## src/rtl/rr_arbiter4_if.sv

```systemverilog
// Request/grant bundle between requesters (master) and the 4-way round-robin arbiter (slave).
interface rr_arbiter4_if;
   logic [3:0] req;
   logic       done;
   logic [3:0] gnt;
   logic       gnt_valid;
   logic       timeout;

   modport master (output req, output done, input gnt, input gnt_valid, input timeout);
   modport slave  (input req, input done, output gnt, output gnt_valid, output timeout);
endinterface

```

## src/rtl/rr_arbiter4.sv

```systemverilog
// Four-requester round-robin arbiter with done/req-drop release and a bounded hold time.
module rr_arbiter4 #(
   parameter int unsigned MAX_HOLD = 15
) (
   input  logic           clk,
   input  logic           rst_n,
   rr_arbiter4_if.slave   bus
);
   localparam logic [0:0] IDLE  = 1'b0;
   localparam logic [0:0] GRANT = 1'b1;

   localparam int unsigned CNT_W     = 8;
   localparam logic [CNT_W-1:0] HOLD_LAST = CNT_W'(MAX_HOLD - 1);

   logic [0:0]       state, state_nxt;
   logic [1:0]       ptr, ptr_nxt;
   logic [CNT_W-1:0] hold_cnt, hold_cnt_nxt;
   logic [3:0]       gnt_nxt;
   logic             gnt_valid_nxt;
   logic             timeout_nxt;

   logic [7:0]       req_dbl;
   logic [3:0]       req_rot;
   logic [1:0]       win_off;
   logic [1:0]       win_idx;
   logic             win_valid;
   logic             owner_req;
   logic             hold_hit;
   logic             early_rel;

   // Rotate requests so that bit 0 is the requester at ptr, then pick the lowest set bit.
   assign req_dbl   = {bus.req, bus.req};
   assign req_rot   = 4'(req_dbl >> ptr);
   assign win_valid = |bus.req;
   assign win_idx   = 2'(ptr + win_off);

   always_comb begin
      win_off = 2'd0;
      casez (req_rot)
         4'b???1: win_off = 2'd0;
         4'b??10: win_off = 2'd1;
         4'b?100: win_off = 2'd2;
         4'b1000: win_off = 2'd3;
         default: win_off = 2'd0;
      endcase
   end

   assign owner_req = |(bus.req & bus.gnt);
   assign hold_hit  = (hold_cnt == HOLD_LAST);
   assign early_rel = bus.done | ~owner_req;

   // Next-state and next-output logic.
   always_comb begin
      state_nxt     = state;
      ptr_nxt       = ptr;
      hold_cnt_nxt  = hold_cnt;
      gnt_nxt       = bus.gnt;
      timeout_nxt   = 1'b0;

      case (state)
         IDLE: begin
            gnt_nxt = 4'b0000;
            if (win_valid) begin
               state_nxt    = GRANT;
               gnt_nxt      = 4'b0001 << win_idx;
               ptr_nxt      = 2'(win_idx + 2'd1);
               hold_cnt_nxt = '0;
            end
         end
         GRANT: begin
            if (early_rel || hold_hit) begin
               state_nxt   = IDLE;
               gnt_nxt     = 4'b0000;
               timeout_nxt = hold_hit & ~early_rel;
            end else begin
               hold_cnt_nxt = CNT_W'(hold_cnt + 1'b1);
            end
         end
         default: begin
            state_nxt = IDLE;
            gnt_nxt   = 4'b0000;
         end
      endcase

      gnt_valid_nxt = |gnt_nxt;
   end

   always_ff @(posedge clk or negedge rst_n) begin
      if (!rst_n) begin
         state         <= IDLE;
         ptr           <= 2'd0;
         hold_cnt      <= '0;
         bus.gnt       <= 4'b0000;
         bus.gnt_valid <= 1'b0;
         bus.timeout   <= 1'b0;
      end else begin
         state         <= state_nxt;
         ptr           <= ptr_nxt;
         hold_cnt      <= hold_cnt_nxt;
         bus.gnt       <= gnt_nxt;
         bus.gnt_valid <= gnt_valid_nxt;
         bus.timeout   <= timeout_nxt;
      end
   end
endmodule

```

## src/flat_wrapper.sv

```systemverilog
// flat-port wrapper written by rule: the top's interface ports become plain ports
module rr_arbiter4_flat 
#(
   parameter int unsigned MAX_HOLD = 15
)
  (clk, rst_n, bus_req, bus_done, bus_gnt, bus_gnt_valid, bus_timeout);
  rr_arbiter4_if bus_i ();
  input  logic clk;
  input  logic rst_n;
  input wire logic [$bits(bus_i.req)-1:0] bus_req;
  input wire logic [$bits(bus_i.done)-1:0] bus_done;
  output wire logic [$bits(bus_i.gnt)-1:0] bus_gnt;
  output wire logic [$bits(bus_i.gnt_valid)-1:0] bus_gnt_valid;
  output wire logic [$bits(bus_i.timeout)-1:0] bus_timeout;
  assign bus_i.req = bus_req;
  assign bus_i.done = bus_done;
  assign bus_gnt = bus_i.gnt;
  assign bus_gnt_valid = bus_i.gnt_valid;
  assign bus_timeout = bus_i.timeout;
  rr_arbiter4 #(.MAX_HOLD(MAX_HOLD)) u_core (.clk(clk), .rst_n(rst_n), .bus(bus_i));
endmodule
```

## config.mk

```make
export PLATFORM = sky130hd
export DESIGN_NAME = rr_arbiter4_flat
export DESIGN_NICKNAME = d
export VERILOG_FILES = /design/src/rtl/rr_arbiter4_if.sv /design/src/rtl/rr_arbiter4.sv /design/src/flat_wrapper.sv
export SDC_FILE = /design/constraint.sdc
export NUM_CORES = 1
export LEC_CHECK = 0
export CELL_PAD_IN_SITES_DETAIL_PLACEMENT = 0
export CELL_PAD_IN_SITES_GLOBAL_PLACEMENT = 1
export CORE_ASPECT_RATIO = 0.6
export CORE_MARGIN = 8
export CORE_UTILIZATION = 37
export DETAILED_ROUTE_END_ITERATION = 6
export PLACE_DENSITY_LB_ADDON = 0.05
export SKIP_CTS_REPAIR_TIMING = 1
export SLEW_MARGIN = 20
export SYNTH_ARGS = -nofsm -noshare
export SYNTH_HDL_FRONTEND = slang
export SYNTH_SLANG_ARGS = --single-unit
```

## constraint.sdc

```tcl
create_clock -name clk -period 2.2 [get_ports clk]
set_clock_uncertainty 0.15 [all_clocks]
set_input_delay 0.44 -clock clk [delete_from_list [all_inputs] [get_ports clk]]
set_output_delay 0.44 -clock clk [all_outputs]
set_load 0.05 [all_outputs]
```

* Word level (Yosys, flattened, before mapping)
Index checks and enable logic that the tools add are counted.
** Cells by class
- Add/sub/neg operators :: 3
- Equal/unequal tests :: 6
- Shifts and indexed selects :: 2
- Muxes and demuxes :: 12
- Bitwise operators :: 6
- Reduce and logical (&&, ||, !) cells :: 6
** Operator list (count)
- 8-bit 2-to-1 mux :: 2
- 8-bit case mux with 2 select lines :: 1
- 4-bit OR reduction :: 3
- 8-bit by 1-bit adder with 8-bit output, second input constant :: 1
- 8-bit by 4-bit equality test with 1-bit output, second input constant :: 1
- 4-bit 2-to-1 mux :: 2
- 4-bit case mux with 2 select lines :: 1
- 8-bit by 2-bit >> shifter with 4-bit output :: 1
- 2-bit case mux with 3 select lines :: 1
- 4-bit bitwise AND :: 1
- 4-bit equality test, second input constant :: 1
- 1-bit 2-to-1 mux :: 4
- 2-bit AND reduction :: 2
- 1-bit by 2-bit left shift with 4-bit output, first input constant :: 1
- 3-bit equality test, second input constant :: 1
- 1-bit NOT :: 3
- 2-bit by 1-bit adder with 2-bit output, second input constant :: 1
- 2-bit adder :: 1
- 2-bit equality test, second input constant :: 1
- 2-bit by 1-bit != test with 1-bit output, second input constant :: 1
- 2-bit != test, second input constant :: 1
- 1-bit case mux with 2 select lines :: 1
- 1-bit bitwise AND :: 1
- 1-bit logical OR :: 1
- 1-bit OR :: 1
** Word-level totals
- Register bits :: 17
- Bits of input ports :: 7

* Logic depth before layout (Yosys ltp)
- Depth after elaboration :: 8
- Mapped depth :: 10
- Mapped depth without buffers :: 9

* Worst setup path after synthesis
Ideal clock, no wire load.
- Path kind :: input-to-reg
- From :: in bus_req[2]
- To :: reg u_core.bus.gnt_valid
- Data arrival time :: 2198 ps
- Setup slack :: -284 ps
- Stages :: 10
- Path buffers :: 1
- Cell sequence :: buf_4 > nor2b_1 > a221oi_1 > a31oi_1 > a211o_1 > ha_1 > xor2_1 > ha_1 > nor4_1 > o21ai_0
** Between the ends
- Word-level cells in the longest chain between the ends :: 8
- Elaborated cells on any way between the ends :: 17
- Classes of those cells :: add/sub: 1; eq/ne: 3; shift: 2; mux: 4; bitwise: 3; reduce/logical: 4
** Ends and longest elaborated chain
- start, declared :: line flat_wrapper.sv:10 : input wire logic [$bits(bus_i.req)-1:0] bus_req;
- 8-bit by 2-bit >> shifter with 4-bit output / 4-bit bitwise AND (equally long branches) :: line rr_arbiter4.sv:33, rr_arbiter4.sv:48
- 4-bit equality test, or another cell as far along :: line rr_arbiter4.sv:39 : casez (req_rot)
- 2-bit case mux with 3 select lines / 1-bit NOT (equally long branches) :: line rr_arbiter4.sv:39, rr_arbiter4.sv:50
- 2-bit adder / 1-bit OR (equally long branches) :: line rr_arbiter4.sv:35, rr_arbiter4.sv:50
- 1-bit by 2-bit left shift with 4-bit output / 1-bit logical OR (equally long branches) :: line rr_arbiter4.sv:65, rr_arbiter4.sv:71
- 4-bit 2-to-1 mux, on equally long branches :: line rr_arbiter4.sv:63, rr_arbiter4.sv:71
- 4-bit case mux with 2 select lines * :: line rr_arbiter4.sv:60 : case (state)
- 4-bit OR reduction * :: line rr_arbiter4.sv:85 : gnt_valid_nxt = |gnt_nxt;
- net u_core.gnt_valid_nxt :: line rr_arbiter4.sv:19 : logic gnt_valid_nxt;
- end signal, assigned :: line rr_arbiter4.sv:101 : bus.gnt_valid <= gnt_valid_nxt;
- end, declared :: line rr_arbiter4_if.sv:10 : modport slave (input req, input done, output gnt, output gnt_valid, output timeout);
Mark *: on every way through the listed nets, which the timed path passes. The rest lies on a longest branch.
A chain may end at the register's enable or synchronous reset.

* Final worst setup path
Ends and elaborated chain as after synthesis.

==> results.json <==
{
  "routed_wirelength_um": 2790,
  "placeableCoreArea_um2": 2540,
  "multiInputGateArea_um2": 681,
  "numCtsBuffers": 3,
  "via_count": 933,
  "netSwitchingFraction_pct": 41.6,
  "startpoint_type": "input port",
  "holdPathStages": 1,
  "met3_wl_um": 246,
  "yosys_warnings": 0,
  "row_count": 14,
  "dr.max_layer_used": "met4",
  "clock_latency_ns": 0.25,
  "fin_area_um2": 1480,
  "timing_hold_violations_final": 0,
  "pwr-share-comb_pct": 66.9,
  "period_utilization_pct": 104,
  "synth_compound_gate_area_share_pct": 23.4,
  "unrepaired_setup_endpoints_after_global_routing": "true",
  "critical_path.slowest_cell": "sky130_fd_sc_hd__or3_4",
  "routed_via_density": 5.69,
  "finalCriticalPeriod_ns": 2.29,
  "wl_met2_um": 1100,
  "stdcell_count": 164,
  "synthesized_area_per_cell_um2": 9.52,
  "worst_min_delay_path_class": "reg2reg",
  "grt_pass1_vias": 867,
  "layout_common_cells": "sky130_fd_sc_hd__dfrtp_1 (16), sky130_fd_sc_hd__buf_4 (15), sky130_fd_sc_hd__nand2_1 (11)",
  "max-cap-violations": 0,
  "nNetsFinal": 147,
  "power.clock.fraction_pct": 11.5,
  "drt.antenna.violating_nets": 0,
  "gp_routability_congestion": 0.826,
  "placement.cell_area_um2": 1280,
  "critPathMostFrequentCell": "sky130_fd_sc_hd__buf_4",
  "ff2ff_path_depth": 8,
  "wl_per_cell_um": 17.0,
  "setup_viol": 3,
  "register_area_um2": 427,
  "p_seq_share_pct": 21.6,
  "clkSlewWorstSetupHoldPaths_ns": 0.07,
  "total_leakage_power_nw": 0.635,
  "detail_route.wirelength.met1_um": 1410,
  "hpwl_um": 2000,
  "grt_first_pass_wirelength_um": 4420,
  "tritoncts": "yes",
  "cts.htree.levels": 1,
  "start_util_pct": 39.4,
  "post_route_cells_drive_above_1_share_pct": 29.5,
  "largest_family_of_logic_cells_by_synthesized_area": "compound AO/OA/AOI/OAI gates",
  "floorplan.die.height_um": 56.3,
  "root_buffer": "sky130_fd_sc_hd__clkbuf_8",
  "drc": 0,
  "vdd_drop_max_v": 0.000952,
  "worst_slew_pin_slew_ns": 0.497,
  "crit_chain": "dlymetal6s2s_1, buf_4, or3_4, a21oi_2, a211oi_2, buf_4, xor2_4, ha_4, nor4_4, o21ai_1",
  "grt_use_total_pct": 11.7,
  "cellInternalPower_mw": 1.22,
  "grt_antenna_before_repair": 0,
  "maxSlewHeadroom_pct": 66.8,
  "netlist_instances": 105,
  "fmaxAchievable_ghz": 0.437,
  "outcome": "finished, violations left",
  "floorplan.die.width_um": 83.1,
  "drv_slew": 0,
  "synthXorXnorAreaFrac_pct": 1.75,
  "setup_crit_path_kind": "in2reg",
  "postLayoutSetupSlackWorst_ns": -0.0888,
  "clk_path_buf_depth": 2,
  "synth-seq-cells": 17,
  "critPathArrivalTime_ns": 2.28,
  "worst-path-max-fanout": 8,
  "grt_start_max_net_pins": 18,
  "critical-path-max-stage-delay_ns": 0.39,
  "synth_sequential_area_ratio_pct": 42.6,
  "synth_fp_nets": 119,
  "fin_worst_hold_slack_ns": 0.326,
  "synth_adder_area_share_pct": 8.76,
  "numPortBuffers": 12,
  "numPlacedInstances": 159,
  "timing.critical_path.to_type": "flop",
  "final.fill_count": 215,
  "violations_in_the_final_reports": "negative setup slack",
  "area_growth_pct": 48.4,
  "number_of_diodes": 0,
  "worstPathRequired_ns": 2.19,
  "synth.mux.area_fraction_pct": 0,
  "drtPass1Iterations": 4,
  "initialDrtViolationCount": 80,
  "pwr_density_cell_nw_per_um2": 1410,
  "final_common_cell": "sky130_fd_sc_hd__dfrtp_1",
  "psw_mw": 0.868,
  "final.setup.tns_ns": -0.163,
  "top_level_ports": 13,
  "netlist_area_um2": 1000,
  "fp.dieArea_um2": 4680,
  "post_synth_num_cell_types": 35,
  "power_mw": 2.09,
  "global_route_congestion_overflow_total": 0,
  "post_synth_and_or_nand_nor_area_fraction_pct": 18.6,
  "cts_sinks": 17
}
## worst paths after layout
path | end | slack, ns | start
worst max-delay path | u_core.bus.gnt_valid | -0.09 | bus_req[2]
worst min-delay path | u_core.hold_cnt[3] | 0.33 | u_core.hold_cnt[3]
worst max register to register | u_core.bus.gnt_valid | -0.06 | u_core.ptr[0]
worst min register to register | u_core.hold_cnt[3] | 0.33 | u_core.hold_cnt[3]
max in group asynchronous | u_core.ptr[0] | 1.33 | rst_n
min in group asynchronous | u_core.bus.gnt[0] | 0.36 | rst_n
## cell type report
cell class              instances  share of cell area (%)
multi-input cells              77                    45.9
flip-flops and latches         17                    28.8
repair buffers                 30                    18.6
clock buffers                   4                    3.04
well taps                      32                    2.70
inverters                       4                    1.01
## kinds of logic after synthesis
group | Yosys count
AOI/OAI and AO/OA | 33
xor gates and xnor gates | 2
adders and majority gates | 7
buffers and inverters | 11
DFF | 17
and+or+nand+nor | 35
## power groups by stage
stage | clock [mW] | combinational [mW] | sequential, mW
6_report | 0.240 | 1.40 | 0.451
5_1_grt | 0.266 | 1.51 | 0.457
4_1_cts | 0.243 | 0.947 | 0.439
3_5_place_dp | 0 | 0.943 | 0.444
3_3_place_gp | 0 | 0.930 | 0.445
2_1_floorplan | 0 | 0.504 | 0.514
## layer usage
layer  track usage, %  up-vias
met1             17.0      444
met4             2.99        0
met5                0        -
li1                 -      443
met3             4.89        4
met2             14.9       42
## sequential cells by signal, indices dropped and copies added, names as in the netlist
signal,cells
u_core.hold_cnt,8
u_core.bus.gnt,4
u_core.state,1
u_core.bus.gnt_valid,1
u_core.ptr,2
u_core.bus.timeout,1
## cells in the mapped netlist
| cell type | count | share of area [%] |
|---|---|---|
| sky130_fd_sc_hd__inv_1 | 4 | 1.5 |
| sky130_fd_sc_hd__nand3b_1 | 1 | 0.75 |
| sky130_fd_sc_hd__dfrtp_1 | 17 | 43 |
| sky130_fd_sc_hd__and2_1 | 2 | 1.3 |
| sky130_fd_sc_hd__or4_1 | 2 | 1.5 |
| sky130_fd_sc_hd__nor2b_1 | 2 | 1.3 |
| sky130_fd_sc_hd__a21oi_1 | 4 | 2.0 |
| sky130_fd_sc_hd__ha_1 | 7 | 8.8 |
| sky130_fd_sc_hd__nand4_1 | 1 | 0.63 |
| sky130_fd_sc_hd__a31o_2 | 1 | 0.88 |
| sky130_fd_sc_hd__buf_4 | 1 | 0.75 |
| sky130_fd_sc_hd__nand3_1 | 1 | 0.50 |
| sky130_fd_sc_hd__o311ai_0 | 2 | 1.8 |
| sky130_fd_sc_hd__o21ai_0 | 6 | 3.0 |
| sky130_fd_sc_hd__o31ai_1 | 5 | 3.8 |
| sky130_fd_sc_hd__nor2_1 | 4 | 1.5 |
| sky130_fd_sc_hd__or2_1 | 1 | 0.63 |
| sky130_fd_sc_hd__or3_1 | 3 | 1.9 |
| sky130_fd_sc_hd__and3_1 | 2 | 1.3 |
| sky130_fd_sc_hd__a22oi_1 | 2 | 1.5 |
| sky130_fd_sc_hd__nand2_1 | 11 | 4.1 |
| sky130_fd_sc_hd__nand2b_1 | 1 | 0.63 |
| sky130_fd_sc_hd__nor4b_1 | 1 | 0.88 |
| sky130_fd_sc_hd__a211o_1 | 2 | 1.8 |
| sky130_fd_sc_hd__xnor2_1 | 1 | 0.88 |
| sky130_fd_sc_hd__o21a_1 | 1 | 0.75 |
| sky130_fd_sc_hd__buf_2 | 3 | 1.5 |
| sky130_fd_sc_hd__a31oi_1 | 1 | 0.63 |
| sky130_fd_sc_hd__a221oi_1 | 1 | 0.88 |
| sky130_fd_sc_hd__nor4_1 | 3 | 1.9 |
| sky130_fd_sc_hd__o211ai_1 | 3 | 2.3 |
| sky130_fd_sc_hd__a211oi_1 | 1 | 0.75 |
| sky130_fd_sc_hd__xor2_1 | 1 | 0.88 |
| sky130_fd_sc_hd__a22o_1 | 4 | 3.5 |
| sky130_fd_sc_hd__clkbuf_1 | 3 | 1.1 |
## critical path, delay by kind of cell
family / cells / cell delay, ns
AOI/OAI and AO/OA: 3 / 0.30
xor gates and xnor gates: 1 / 0.20
adders and majority gates: 1 / 0.18
buffers and inverters: 3 / 0.49
and+or+nand+nor: 2 / 0.66
## metrics by stage
stage | setup WS (ns) | util (%)
3_3_place_gp | -0.671 | 50.5
4_1_cts | -0.448 | 52.3
2_1_floorplan | -0.217 | -
6_report | -0.0888 | 58.4
3_5_place_dp | -0.729 | 50.5
5_1_grt | -0.161 | 58.4
Note: power is estimated with default switching activity, not from simulation.
